`src/rtl/pwm_pkg.sv`:
```
// Shared types and limits for the multi-channel PWM block.
package pwm_pkg;
    localparam int CNT_W_MAX  = 32;
    localparam int NUM_CH_MAX = 16;

    typedef enum logic {IDLE = 1'b0, RUN = 1'b1} pwm_state_e;
    typedef enum logic {UP = 1'b0, DOWN = 1'b1} pwm_dir_e;
endpackage

```
`src/rtl/pwm_cmp_ch.sv`:
```
// One PWM channel: active duty register, compare against the shared counter, registered output.
module pwm_cmp_ch #(
    parameter int CNT_W = 16
) (
    input  logic             clk,
    input  logic             rst_n,
    input  logic             upd,
    input  logic             run,
    input  logic [CNT_W-1:0] duty_new,
    input  logic [CNT_W-1:0] cnt,
    output logic             out
);
    logic [CNT_W-1:0] duty_act;

    always_ff @(posedge clk or negedge rst_n) begin
        if (!rst_n) begin
            duty_act <= '0;
            out      <= 1'b0;
        end else begin
            if (upd) duty_act <= duty_new;
            out <= run && (cnt < duty_act);
        end
    end
endmodule

```
`src/rtl/pwm_multi.sv`:
```
// Multi-channel PWM with shared counter and shadowed period/duty.
// Centre-aligned up/down counting is built only when PWM_CENTER_ALIGN_EN is defined.
//
// state | meaning
// IDLE  | enable low: counter held 0, outputs low, pending loads applied at once
// RUN   | counting; shadow values move to active only at the cycle boundary
module pwm_multi
    import pwm_pkg::*;
#(
    parameter int NUM_CH = 4,
    parameter int CNT_W  = 16
) (
    input  logic                    clk,
    input  logic                    rst_n,
    input  logic                    enable,
    input  logic [CNT_W-1:0]        period,
    input  logic [NUM_CH*CNT_W-1:0] duty,
    input  logic                    load,
    input  logic                    center_mode,
    output logic [NUM_CH-1:0]       out,
    output logic                    cycle_start,
    output logic                    upd_ack
);
    localparam logic [0:0] S_IDLE = IDLE;
    localparam logic [0:0] S_RUN  = RUN;

    logic [0:0]              state;
    logic [CNT_W-1:0]        cnt, cnt_nxt;
    logic [CNT_W-1:0]        per_act, per_shd, per_new, per_last;
    logic [NUM_CH*CNT_W-1:0] duty_shd, duty_new;
    logic                    pending, run, run_cmp, upd_pt, upd, at_start;

`ifdef PWM_CENTER_ALIGN_EN
    pwm_dir_e dir, dir_nxt;
    logic     center_act;
`else
    logic     unused_center;
`endif

    assign run      = (state == S_RUN) && enable;
    assign run_cmp  = run && (per_act != '0);
    assign per_last = per_act - 1'b1;
    assign per_new  = load ? period : per_shd;
    assign duty_new = load ? duty : duty_shd;
    assign upd      = upd_pt && (pending || load);

    // A zero period parks the counter but keeps every cycle an update point so a load can escape it.
    always_comb begin
        cnt_nxt = '0;
        upd_pt  = (state == S_IDLE);
`ifdef PWM_CENTER_ALIGN_EN
        dir_nxt = UP;
`endif
        if (run) begin
            if (per_act == '0) begin
                upd_pt = 1'b1;
`ifdef PWM_CENTER_ALIGN_EN
            end else if (center_act && (dir == UP)) begin
                dir_nxt = (cnt == per_last) ? DOWN : UP;
                cnt_nxt = (cnt == per_last) ? cnt : cnt + 1'b1;
            end else if (center_act) begin
                if (cnt == '0) begin
                    upd_pt = 1'b1;
                end else begin
                    dir_nxt = DOWN;
                    cnt_nxt = cnt - 1'b1;
                end
`endif
            end else if (cnt == per_last) begin
                upd_pt = 1'b1;
            end else begin
                cnt_nxt = cnt + 1'b1;
            end
        end
    end

`ifdef PWM_CENTER_ALIGN_EN
    assign at_start = (cnt == '0) && (dir == UP);

    always_ff @(posedge clk or negedge rst_n) begin
        if (!rst_n) begin
            dir        <= UP;
            center_act <= 1'b0;
        end else begin
            dir <= dir_nxt;
            if (upd_pt) center_act <= center_mode;
        end
    end
`else
    assign at_start      = (cnt == '0);
    assign unused_center = center_mode;
`endif

    always_ff @(posedge clk or negedge rst_n) begin
        if (!rst_n) begin
            state       <= S_IDLE;
            cnt         <= '0;
            per_act     <= '0;
            per_shd     <= '0;
            duty_shd    <= '0;
            pending     <= 1'b0;
            upd_ack     <= 1'b0;
            cycle_start <= 1'b0;
        end else begin
            state       <= enable ? S_RUN : S_IDLE;
            cnt         <= cnt_nxt;
            upd_ack     <= upd;
            cycle_start <= run_cmp && at_start;
            if (load) begin
                per_shd  <= period;
                duty_shd <= duty;
            end
            if (upd) begin
                per_act <= per_new;
                pending <= 1'b0;
            end else if (load) begin
                pending <= 1'b1;
            end
        end
    end

    for (genvar i = 0; i < NUM_CH; i++) begin : g_ch
        pwm_cmp_ch #(.CNT_W(CNT_W)) u_ch (
            .clk      (clk),
            .rst_n    (rst_n),
            .upd      (upd),
            .run      (run_cmp),
            .duty_new (duty_new[i*CNT_W +: CNT_W]),
            .cnt      (cnt),
            .out      (out[i])
        );
    end
endmodule

```
`config.mk`:
```
export PLATFORM = sky130hd
export DESIGN_NAME = pwm_multi
export DESIGN_NICKNAME = d
export VERILOG_FILES = /design/src/rtl/pwm_pkg.sv /design/src/rtl/pwm_cmp_ch.sv /design/src/rtl/pwm_multi.sv
export SDC_FILE = /design/constraint.sdc
export NUM_CORES = 1
export LEC_CHECK = 0
export ABC_AREA = 1
export CAP_MARGIN = 20
export CORE_ASPECT_RATIO = 0.6
export CORE_UTILIZATION = 45
export CTS_BUF_LIST = sky130_fd_sc_hd__clkbuf_16
export DETAILED_ROUTE_END_ITERATION = 16
export GPL_TIMING_DRIVEN = 0
export HOLD_SLACK_MARGIN = 0.02
export PLACE_DENSITY = 0.73
export SETUP_SLACK_MARGIN = 0.4
export SYNTH_ARGS = -nofsm -noshare
export SYNTH_HDL_FRONTEND = slang
export SYNTH_SLANG_ARGS = --single-unit
```
`constraint.sdc`:
```
create_clock -name clk -period 2 [get_ports clk]
set_input_delay 0.6 -clock clk [delete_from_list [all_inputs] [get_ports clk]]
set_output_delay 0.6 -clock clk [all_outputs]
set_load 0.03 [all_outputs]
```
# Yosys cells after proc, flatten, opt, wreduce, memory -nomap -nowiden
# Cells that the tools add are included.
[totals]
regBits = 184
in_bits = 85
word_cells = 48
[classes]
add_sub_neg = 2
magnitude_cmp = 4
n_eq_ne = 1
n_mux = 11
bitwise = 1
reduce_logical = 13
[ops]
columns = ["op", "count"]
rows = [
  ["16-bit < comparator", 4],
  ["16-bit two-way mux", 4],
  ["64-bit two-way mux", 1],
  ["16-bit logical NOT", 2],
  ["16-bit by 1-bit adder with 16-bit output (second input constant)", 1],
  ["16-bit equality test", 1],
  ["16-bit nonzero test", 1],
  ["16-bit by 1-bit subtractor with 16-bit output (second input constant)", 1],
  ["1-bit logical AND", 8],
  ["1-bit two-way mux", 6],
  ["2-bit nonzero test", 1],
  ["1-bit logical OR", 1],
  ["1-bit inverter", 1],
]

# Longest topological paths before layout
# Gate-level depths: netlist of the first run.
[logic_depth]
word_depth = 7
mapped_depth = 19
mapped_depth_nobuf = 18

# Hierarchy
# Synthesis of the first run repeated with hierarchy kept, for this count alone.
[hier_totals]
cells_unflattened = 1129
hier_area_um2 = 9207.6
[by_module_without_submodules]
columns = ["module", "instances", "cells_per_inst", "area_each_um2"]
rows = [
  ["pwm_multi", 1, 663, 5258.8],
  ["pwm_cmp_ch at g_ch[0].u_ch ...", 3, 116, 985.9],
  ["pwm_cmp_ch at g_ch[2].u_ch", 1, 118, 991.0],
]

# Worst setup path before layout of the first run
# Ideal clock, no wire load.
[synth_timing]
path_kind = "flip-flop to flip-flop"
startpoint = "register per_act[0]"
endpoint = "register per_act[14]"
arrival_time_ns = 1.966
required_time_ns = 1.883
slack_ns = -0.083
stages_incl_launch_ff = 16
path_buffers = 1
period_less_slack_ns = 2.083
path_cell_list = "dfrtp_1 > inv_1 > ha_1 > nand2_1 > nor2_4 > nand4_1 > xor2_1 > nor2_1 > nand3_1 > nand2_1 > nand2_1 > nand2_2 > nand2_4 > buf_2 > nand2_1 > nand2_1"
[synth_between]
elab_chain_cells = 6
[synth_lines]
columns = ["element", "line_no", "source"]
rows = [
  ["start, declared", "pwm_multi.sv:29", "logic [CNT_W-1:0] per_act, per_shd, per_new, per_last;"],
  ["start signal, assigned", "pwm_multi.sv:114", "per_act <= per_new;"],
  ["16-bit by 1-bit subtractor with 16-bit output", "pwm_multi.sv:42", "assign per_last = per_act - 1'b1;"],
  ["16-bit equality test", "pwm_multi.sv:69", "end else if (cnt == per_last) begin"],
  ["1-bit two-way mux", "pwm_multi.sv:69", ""],
  ["1-bit two-way mux (*)", "pwm_multi.sv:55", "if (per_act == '0) begin"],
  ["1-bit two-way mux (*)", "pwm_multi.sv:54", "if (run) begin"],
  ["1-bit logical AND (*)", "pwm_multi.sv:45", "assign upd = upd_pt && (pending || load);"],
]
# Every way passes the cells marked *; elsewhere a longest branch is shown, timed or not.
# A chain may end at the register's enable or synchronous reset.

# Final worst setup path of the first run
[layout_timing]
startpoint = "register per_act[0]"
endpoint = "register g_ch[2].u_ch.duty_act[3]"
[layout_between]
elab_chain_cells = 6
[layout_lines]
columns = ["element", "line_no", "source"]
rows = [
  ["16-bit by 1-bit subtractor with 16-bit output", "pwm_multi.sv:42", ""],
  ["16-bit equality test", "pwm_multi.sv:69", ""],
  ["1-bit two-way mux", "pwm_multi.sv:69", ""],
  ["1-bit two-way mux (*)", "pwm_multi.sv:55", ""],
  ["1-bit two-way mux (*)", "pwm_multi.sv:54", ""],
  ["1-bit logical AND (*)", "pwm_multi.sv:45", ""],
  ["end signal, assigned", "pwm_cmp_ch.sv:20", "if (upd) duty_act <= duty_new;"],
  ["end, declared", "pwm_cmp_ch.sv:13", "logic [CNT_W-1:0] duty_act;"],
]
# Marks and branches as above.

==> run metrics, run 1 <==
Port-buffer cells about 90; kind of capture point of the worst setup path register; H-tree level count 4; Worst Slack Setup Final -451.7 ps; Worst IR Drop VDD between 0.6 and 0.7 mV; vertical die dimension 113.7 um; sequential element share of the synthesized area 0.4919; violations in the final reports negative setup slack; deepest clock path buffer count 2; flop2flop setup slack -450 ps; die extent in x roughly 190 um; clock edge transition at the registers on the reported setup and hold paths about 70 ps; Worst Path Max Fanout 8; Mapped Nets around 1300; pin count of the biggest net entering global routing 114; post-detailed-route via-to-cell ratio 5.120; number of antenna violations at the first check in global routing 0; PD cells ~800 nW/um2; DRT iter0 DRCs 600; startpoint types register; estimated wirelength of the detail-placed design between 15000 and 20000 um; placed cell area roughly 11000 um2; overall global routing resource usage 0.2426; Yosys top cell by area sky130_fd_sc_hd__dfrtp_1; max_slew headroom 0.5193; NumNets Final approximately 1500; Slew @ Worst Pin a little over 700 ps; cell count after synthesis 1173; Root Driver sky130_fd_sc_hd__clkbuf_16; critical path data required time roughly 2300 ps; Worst Hold Class in -> async; top achievable clock speed 407.9 MHz; cell types with the largest area share after synthesis sky130_fd_sc_hd__dfrtp_1 (49%), sky130_fd_sc_hd__nand2_1 (20%), sky130_fd_sc_hd__ha_1 (8.4%); CP Data Arrival Time approximately 2800 ps; number of global-route vias before repair approximately 8000; sink count of the clock tree roughly 180; post-layout min period ~2500 ps; Remaining DRCs 0; number of antenna repair diodes 0; number of top-level design ports 91; number of max-slew violations in the final report 0; ANT nets after route 0; path type of the worst setup path reg -> reg; layout overhead on the synthesized area 31.35%; unrepaired setup endpoints after global routing true; routed len/inst between 15 and 20 um; row count 40; pre-CTS WS -729.4 ps; fraction of layout cells with a size suffix above 1 0.1712; clock latency of the later-clocked register in the worst-skew pair around 450 ps; hold violation total from the final report 0; share of the clock period used by the worst path after layout 1.226; fraction of post-synthesis cell area in the top cell type by area 0.4919; total of endpoints with negative setup slack in the final report just under 100; total iterations of the first detailed-routing run 5; power consumption between 9 and 10 mW; core area about 20000 um2; CTS tree done; fin util 0.6096; die footprint 21400 um2; # placed instances 1535; Fin Clk Skew 11.86 ps; final cell count without fillers about 1600; count of state elements after synthesis between 150 and 200; Netlist Area Pre-Place between 9000 and 10000 um2; wire length of the first global-routing pass 39960 um; final routed wirelength across all metal layers 25490 um; max-cap viol count 0; synthesized area per cell around 8 um2; via count 8218; Leak 6.432 nW; total CTS buffers 17; RD Place Congestion 0.8750; remaining global-route overflow 0; Initial Utilization 0.4641; run status complete, but fails checks; count of unique library cells instantiated by Yosys 31; synth warn 0; post-route cell area approximately 12000 um2
-- routing by layer --
layer / vias up / track usage / share of wire
li1: 3981 / - / -
met1: 3918 / 0.3461 / 0.47
met2: 271 / 0.3675 / 0.44
met3: 48 / 0.05015 / 0.069
met4: 0 / 0.08618 / 0.022
met5: - / 0 / 0
-- flip-flops by register name (all words and copies together), names as in the netlist --
register            count
duty_shd               64
g_ch.u_ch.duty_act     64
cnt                    16
per_act                16
per_shd                16
g_ch.u_ch.out           4
cycle_start             1
pending                 1
state                   1
upd_ack                 1
-- synthesized netlist by cell type --
master                     count
sky130_fd_sc_hd__nand2_1     496
sky130_fd_sc_hd__o21ai_1       3
sky130_fd_sc_hd__nand2_4       1
sky130_fd_sc_hd__a21oi_1      34
sky130_fd_sc_hd__nand4_1      14
sky130_fd_sc_hd__nor4_1        4
sky130_fd_sc_hd__inv_2         7
sky130_fd_sc_hd__nor2_1       46
sky130_fd_sc_hd__nand3_2       1
sky130_fd_sc_hd__o21a_1        4
sky130_fd_sc_hd__nor2_4        2
sky130_fd_sc_hd__ha_1         63
sky130_fd_sc_hd__inv_1       110
sky130_fd_sc_hd__a21boi_0      4
sky130_fd_sc_hd__xor2_1       11
sky130_fd_sc_hd__o21ai_0       7
sky130_fd_sc_hd__nor2_2        2
sky130_fd_sc_hd__buf_2        19
sky130_fd_sc_hd__buf_1         1
sky130_fd_sc_hd__nand3_1      99
sky130_fd_sc_hd__nor3_2        2
sky130_fd_sc_hd__o211ai_1      8
sky130_fd_sc_hd__buf_4         4
sky130_fd_sc_hd__xnor2_1       6
sky130_fd_sc_hd__o31ai_1       4
sky130_fd_sc_hd__clkbuf_1     25
sky130_fd_sc_hd__nor3_1        8
sky130_fd_sc_hd__nand2_2       1
sky130_fd_sc_hd__or2_1         1
sky130_fd_sc_hd__dfrtp_1     184
sky130_fd_sc_hd__nor3b_1       2
-- layout make-up --
| type | instances | area (um2) |
|---|---|---|
| fill | 1725 | 7875 |
| sequential | 184 | 4617 |
| multi-input combinational | 824 | 4604 |
| timing repair buffer | 126 | 1339 |
| inverter | 117 | 439.2 |
| clock buffer | 17 | 425.4 |
| buffer | 49 | 360.3 |
| tap | 273 | 341.6 |
| clock inverter | 15 | 167.7 |
-- timing repair --
item / in CTS / in global routing
pin swaps: 5 / 34
cloned: 4 / 5
endpoints found under the setup margin: 178 / 111
resized for setup: 109 / 108
buffers inserted: 16 / 13
hold buffers: 0 / 0
-- report_power, final --
part	internal (mW)	total, mW	leakage (nW)	switching, mW
combinational	0.843	1.98	3.85	1.14
clock	1.88	3.49	0.296	1.61
sequential	4.12	4.38	2.29	0.264
total	6.84	9.85	6.43	3.02
-- per-stage QoR --
stage                     setup TNS (ps)  hold WS [ps]
after floorplan                    -3590         304.4
after global placement          -1407620         453.6
after detailed placement          -62700         455.4
after CTS                         -27000         135.9
after global routing              -48810         147.2
final                             -35060         117.1
-- layout by cell type, fill, tap and decap left out, types with 6 or more instances in the layout --
cell type | synthesis | layout
sky130_fd_sc_hd__nand2_1 | 496 | 432
sky130_fd_sc_hd__dfrtp_1 | 184 | 174
sky130_fd_sc_hd__inv_1 | 110 | 109
sky130_fd_sc_hd__nand3_1 | 99 | 94
sky130_fd_sc_hd__clkdlybuf4s50_1 | 0 | 81
sky130_fd_sc_hd__ha_1 | 63 | 58
sky130_fd_sc_hd__nand2_2 | 1 | 47
sky130_fd_sc_hd__a21oi_1 | 34 | 32
sky130_fd_sc_hd__nor2_1 | 46 | 31
sky130_fd_sc_hd__buf_4 | 4 | 24
sky130_fd_sc_hd__clkbuf_1 | 25 | 23
sky130_fd_sc_hd__buf_6 | 0 | 22
sky130_fd_sc_hd__clkbuf_16 | 0 | 22
sky130_fd_sc_hd__nor2_2 | 2 | 16
sky130_fd_sc_hd__nand2_4 | 1 | 16
sky130_fd_sc_hd__nand4_1 | 14 | 14
sky130_fd_sc_hd__xor2_1 | 11 | 11
sky130_fd_sc_hd__dfrtp_2 | 0 | 10
sky130_fd_sc_hd__buf_8 | 0 | 9
sky130_fd_sc_hd__inv_2 | 7 | 9
sky130_fd_sc_hd__o211ai_1 | 8 | 8
sky130_fd_sc_hd__nor3_1 | 8 | 7
sky130_fd_sc_hd__o21ai_0 | 7 | 6
sky130_fd_sc_hd__xnor2_1 | 6 | 6
-- worst paths after layout --
path,from,endpoint,depth (start not counted)
max,per_act[0],g_ch[2].u_ch.duty_act[3],19
min,rst_n,per_shd[11],1
max reg2reg,per_act[0],g_ch[2].u_ch.duty_act[3],19
min reg2reg,g_ch[1].u_ch.duty_act[12],g_ch[1].u_ch.duty_act[12],2
max in group asynchronous,rst_n,g_ch[1].u_ch.duty_act[2],2
min in group clk,g_ch[1].u_ch.duty_act[12],g_ch[1].u_ch.duty_act[12],2
-- critical path, cell delays in order, from the launching register on --
cell,delay [ps]
sky130_fd_sc_hd__dfrtp_1,410
sky130_fd_sc_hd__inv_2,100
sky130_fd_sc_hd__ha_4,200
sky130_fd_sc_hd__nand2_1,60
sky130_fd_sc_hd__inv_1,30
sky130_fd_sc_hd__nor2_1,80
sky130_fd_sc_hd__nand2_1,50
sky130_fd_sc_hd__nor2_1,100
sky130_fd_sc_hd__nand3_1,90
sky130_fd_sc_hd__nor2_1,110
sky130_fd_sc_hd__nand2_1,90
sky130_fd_sc_hd__nor2_1,110
sky130_fd_sc_hd__nand3_1,90
sky130_fd_sc_hd__nand2_1,80
sky130_fd_sc_hd__nand2_2,90
sky130_fd_sc_hd__nand2_8,160
sky130_fd_sc_hd__nand2_8,130
sky130_fd_sc_hd__clkbuf_16,240
sky130_fd_sc_hd__nand2_2,50
sky130_fd_sc_hd__nand2_1,40
-- cells by family after synthesis --
family,Yosys count,share of synthesized area
AND/OR/NAND/NOR,679,0.2977
adder cells (fa/ha/maj),63,0.08421
XOR/XNOR,17,0.01591
flip-flops,184,0.4919
AO/OA/AOI/OAI,64,0.03957
buffers and inverters,166,0.07071
(Power assumes the default switching activity.)
==> run 2: changes to the inputs <==
GPL_TIMING_DRIVEN = 1   (was 0)
==> run 2 against run 1 <==
  * The flow still finishes with violations (negative setup slack)
  * Core utilization up 2.0 points
  * Sequential power about the same
  * Non-clock buffer count up 8
  * Register-to-register slack worse by 50 ps
  * Largest cell class is now multi-input combinational cells
  * Via count fell by 1.1%
  * Critical path type unchanged
  * Combinational power rose by 8%
  * Global-route usage decreased by 1.4 points
  * Maximum frequency is 1.9% lower
  * Final area grew 3.3%
  * Critical endpoint is now g_ch[1].u_ch.duty_act[4]
  * Clock skew barely moved
==> run metrics, run 2 (synthesis gave the netlist of run 1 again) <==
run status complete, but fails checks; violations in the final reports negative setup slack; top achievable clock speed 400.2 MHz (-1.9%); Layout fillers 1648 (-4.5%); Top delay family on crit path simple AND/OR/NAND/NOR gates; most common library cell in the layout ignoring fill and taps sky130_fd_sc_hd__nand2_1; deepest clock path buffer count 2 (unchanged); post-detailed-route via-to-cell ratio 5.038 (-1.6%); overall global routing resource usage 0.2287 (-0.01394); CTS tree done; Worst IR Drop VDD 0.6038 mV (-7.3%); list of cells traversed by the critical path inv_2 > ha_4 > nand2_2 > inv_2 > nor2_2 > nand2_1 > nor2_2 > nand3_2 > nor2_2 > nand2_1 > nor2_1 > nand3_1 > nand2_1 > nand2_1 > nand2_2 > buf_12 > buf_12 > clkbuf_16 > nand3_2 > nand2_1; Slew @ Worst Pin 437.1 ps (-282.1 ps); longest individual stage delay on the worst path 410 ps (about the same); area of combinational cells with multiple inputs 4632 um2 (+0.60%); fraction of layout cells with a size suffix above 1 0.1940 (+0.02286); remaining global-route overflow 0 (unchanged); relative contribution of combinational cells to total power 0.215 (+0.014); die footprint 21400 um2 (unchanged); sequential fraction of design power 0.438 (-0.007); clock edge transition at the registers on the reported setup and hold paths 80 ps (about the same); net switching component of the power 3.089 mW (+2.4%); number of global-route vias before repair 7890 (-1.3%); kind of capture point of the worst setup path register; Root Driver sky130_fd_sc_hd__clkbuf_16; source of the worst register-to-register timing path per_act[1]; number of antenna violations at the first check in global routing 0 (unchanged); number of antenna repair diodes 0 (unchanged); total iterations of the first detailed-routing run 6 (+1); NumNets Final 1475 (+0.55%); Most Frequent Cell on Critical Path sky130_fd_sc_hd__nand2_1; hold violation total from the final report 0 (unchanged); switching power as a share of total power 0.3104 (+0.004302); Leak 6.609 nW (+2.7%); sequential cell area 4607 um2 (-0.22%); most frequent cells in the layout sky130_fd_sc_hd__nand2_1 (434), sky130_fd_sc_hd__dfrtp_1 (182), sky130_fd_sc_hd__inv_1 (106), sky130_fd_sc_hd__nand3_1 (83), sky130_fd_sc_hd__clkdlybuf4s50_1 (81); Worst Slack Setup Final -498.8 ps (-47.06 ps); PD cells 783.9 nW/um2 (-2.2%); largest registers in the final layout duty_shd (64), g_ch.u_ch.duty_act (64); post-layout min period 2499 ps (+47.06 ps); Buffers & Inverters on Critical Path 5 (+2); Worst Hold Class reg -> reg; H-tree level count 4 (unchanged); path type of the worst setup path reg -> reg; routed len/inst 15.55 um (-2.0%); Fin Clk Skew 11.59 ps (-0.2719 ps); Port-buffer cells 89 (+1.1%); total CTS buffers 17 (unchanged); worst hold path startpoint duty_shd[23]; final routed wirelength across all metal layers 25090 um (-1.6%); startpoint types register; vertical die dimension 113.7 um (unchanged); pin count of the biggest net entering global routing 63 (-45%); total negative slack -41540 ps (-6480 ps); core area 20170 um2 (unchanged); critical path data required time 2380 ps (+40 ps); Clock Power Share 0.347 (-0.007); post-route cell area 12690 um2 (+3.3%); number of top-level design ports 91 (unchanged); layout overhead on the synthesized area 35.62%; total of endpoints with negative setup slack in the final report 98 (unchanged); row count 40 (unchanged); unrepaired setup endpoints after global routing true; estimated wirelength of the detail-placed design 15740 um (-7.4%); Remaining DRCs 0 (unchanged); max_slew headroom 0.7086 (+0.1893); Initial Utilization 0.4641 (unchanged); Power Internal 6.862 mW (+0.36%); RD Place Congestion 0.8700 (-0.57%); die extent in x 188.2 um (unchanged); sink count of the clock tree 184 (unchanged); highest-delay cell along the critical path sky130_fd_sc_hd__dfrtp_1; number of max-slew violations in the final report 0 (unchanged); clock latency of the later-clocked register in the worst-skew pair 450 ps (about the same); Critical Path Start per_act[1]; wire length of the first global-routing pass 38740 um (-3.1%); via count 8126 (-1.1%); ANT nets after route 0 (unchanged); Worst Path Max Fanout 8 (unchanged); max-cap viol count 0 (unchanged); placed cell area 11020 um2 (+3.1%); share of the clock period used by the worst path after layout 1.249 (+0.02353); CP Data Arrival Time 2880 ps (+90 ps); DRT iter0 DRCs 572 (-4.7%)
[run 2: worst register-to-register path, cell delays in order, from the launching register on]
cell and delay (ps):
sky130_fd_sc_hd__dfrtp_1 410, sky130_fd_sc_hd__inv_2 100, sky130_fd_sc_hd__ha_4 210, sky130_fd_sc_hd__nand2_2 50
sky130_fd_sc_hd__inv_2 40, sky130_fd_sc_hd__nor2_2 100, sky130_fd_sc_hd__nand2_1 70, sky130_fd_sc_hd__nor2_2 130
sky130_fd_sc_hd__nand3_2 80, sky130_fd_sc_hd__nor2_2 80, sky130_fd_sc_hd__nand2_1 60, sky130_fd_sc_hd__nor2_1 110
sky130_fd_sc_hd__nand3_1 110, sky130_fd_sc_hd__nand2_1 80, sky130_fd_sc_hd__nand2_1 60, sky130_fd_sc_hd__nand2_2 80
sky130_fd_sc_hd__buf_12 150, sky130_fd_sc_hd__buf_12 190, sky130_fd_sc_hd__clkbuf_16 190, sky130_fd_sc_hd__nand3_2 80
sky130_fd_sc_hd__nand2_1 70
[run 2: area by class of cell]
type,count,share of cell area
repair buffers,183,0.1630
clock buffers,17,0.03351
clock inverters,15,0.01419
inverters,117,0.03459
well taps,273,0.02691
flip-flops and latches,184,0.3629
multi-input cells,824,0.3649
[run 2: per-layer routing]
metal,global-route usage,routed length [um],share of wire
met1,0.3333,12070,0.48
met2,0.3550,11210,0.45
met3,0.03969,1453,0.058
met4,0.05691,358,0.014
met5,0,0,0
[run 2: repair_timing]
| action | in CTS | in global routing |
|---|---|---|
| endpoints found under the setup margin | 109 | 108 |
| endpoints found under the hold margin | 18 | 0 |
| pin swaps | 6 | 44 |
| hold buffers | 1 | 0 |
| gates resized for setup | 67 | 124 |
| gates cloned | 4 | 16 |
| setup buffers | 7 | 3 |
[run 2: final timing paths]
check,cells after the start,to,slack [ps]
worst max register to register,20,g_ch[1].u_ch.duty_act[4],-500
min in group asynchronous,2,per_act[14],570
worst max-delay path,20,g_ch[1].u_ch.duty_act[4],-500
worst min register to register,2,duty_shd[23],470
max in group asynchronous,3,cnt[1],810
worst min-delay path,2,duty_shd[23],470
[run 2: power groups by stage]
stage                     combinational, mW  clock (mW)  sequential [mW]
final                                  2.14        3.46             4.36
after global routing                   2.41        3.67             4.40
after CTS                              1.87        3.51             4.31
after detailed placement               1.76           0             4.38
after global placement                 1.69           0             4.38
after floorplan                        1.09           0             4.35
[run 2: stage by stage]
stage	hold WS (ps)	total power [mW]	util	std cells	setup slack (ps)
after floorplan	304.4	5.432	-	1173	-48.46
after global placement	448.0	6.068	0.5464	1550	-366.5
final	472.6	9.951	0.6294	1613	-498.8
after CTS	473.2	9.691	0.5908	1594	-399.5
after detailed placement	456.5	6.143	0.5464	1550	-405.3
after global routing	488.5	10.48	0.6294	1613	-674.8
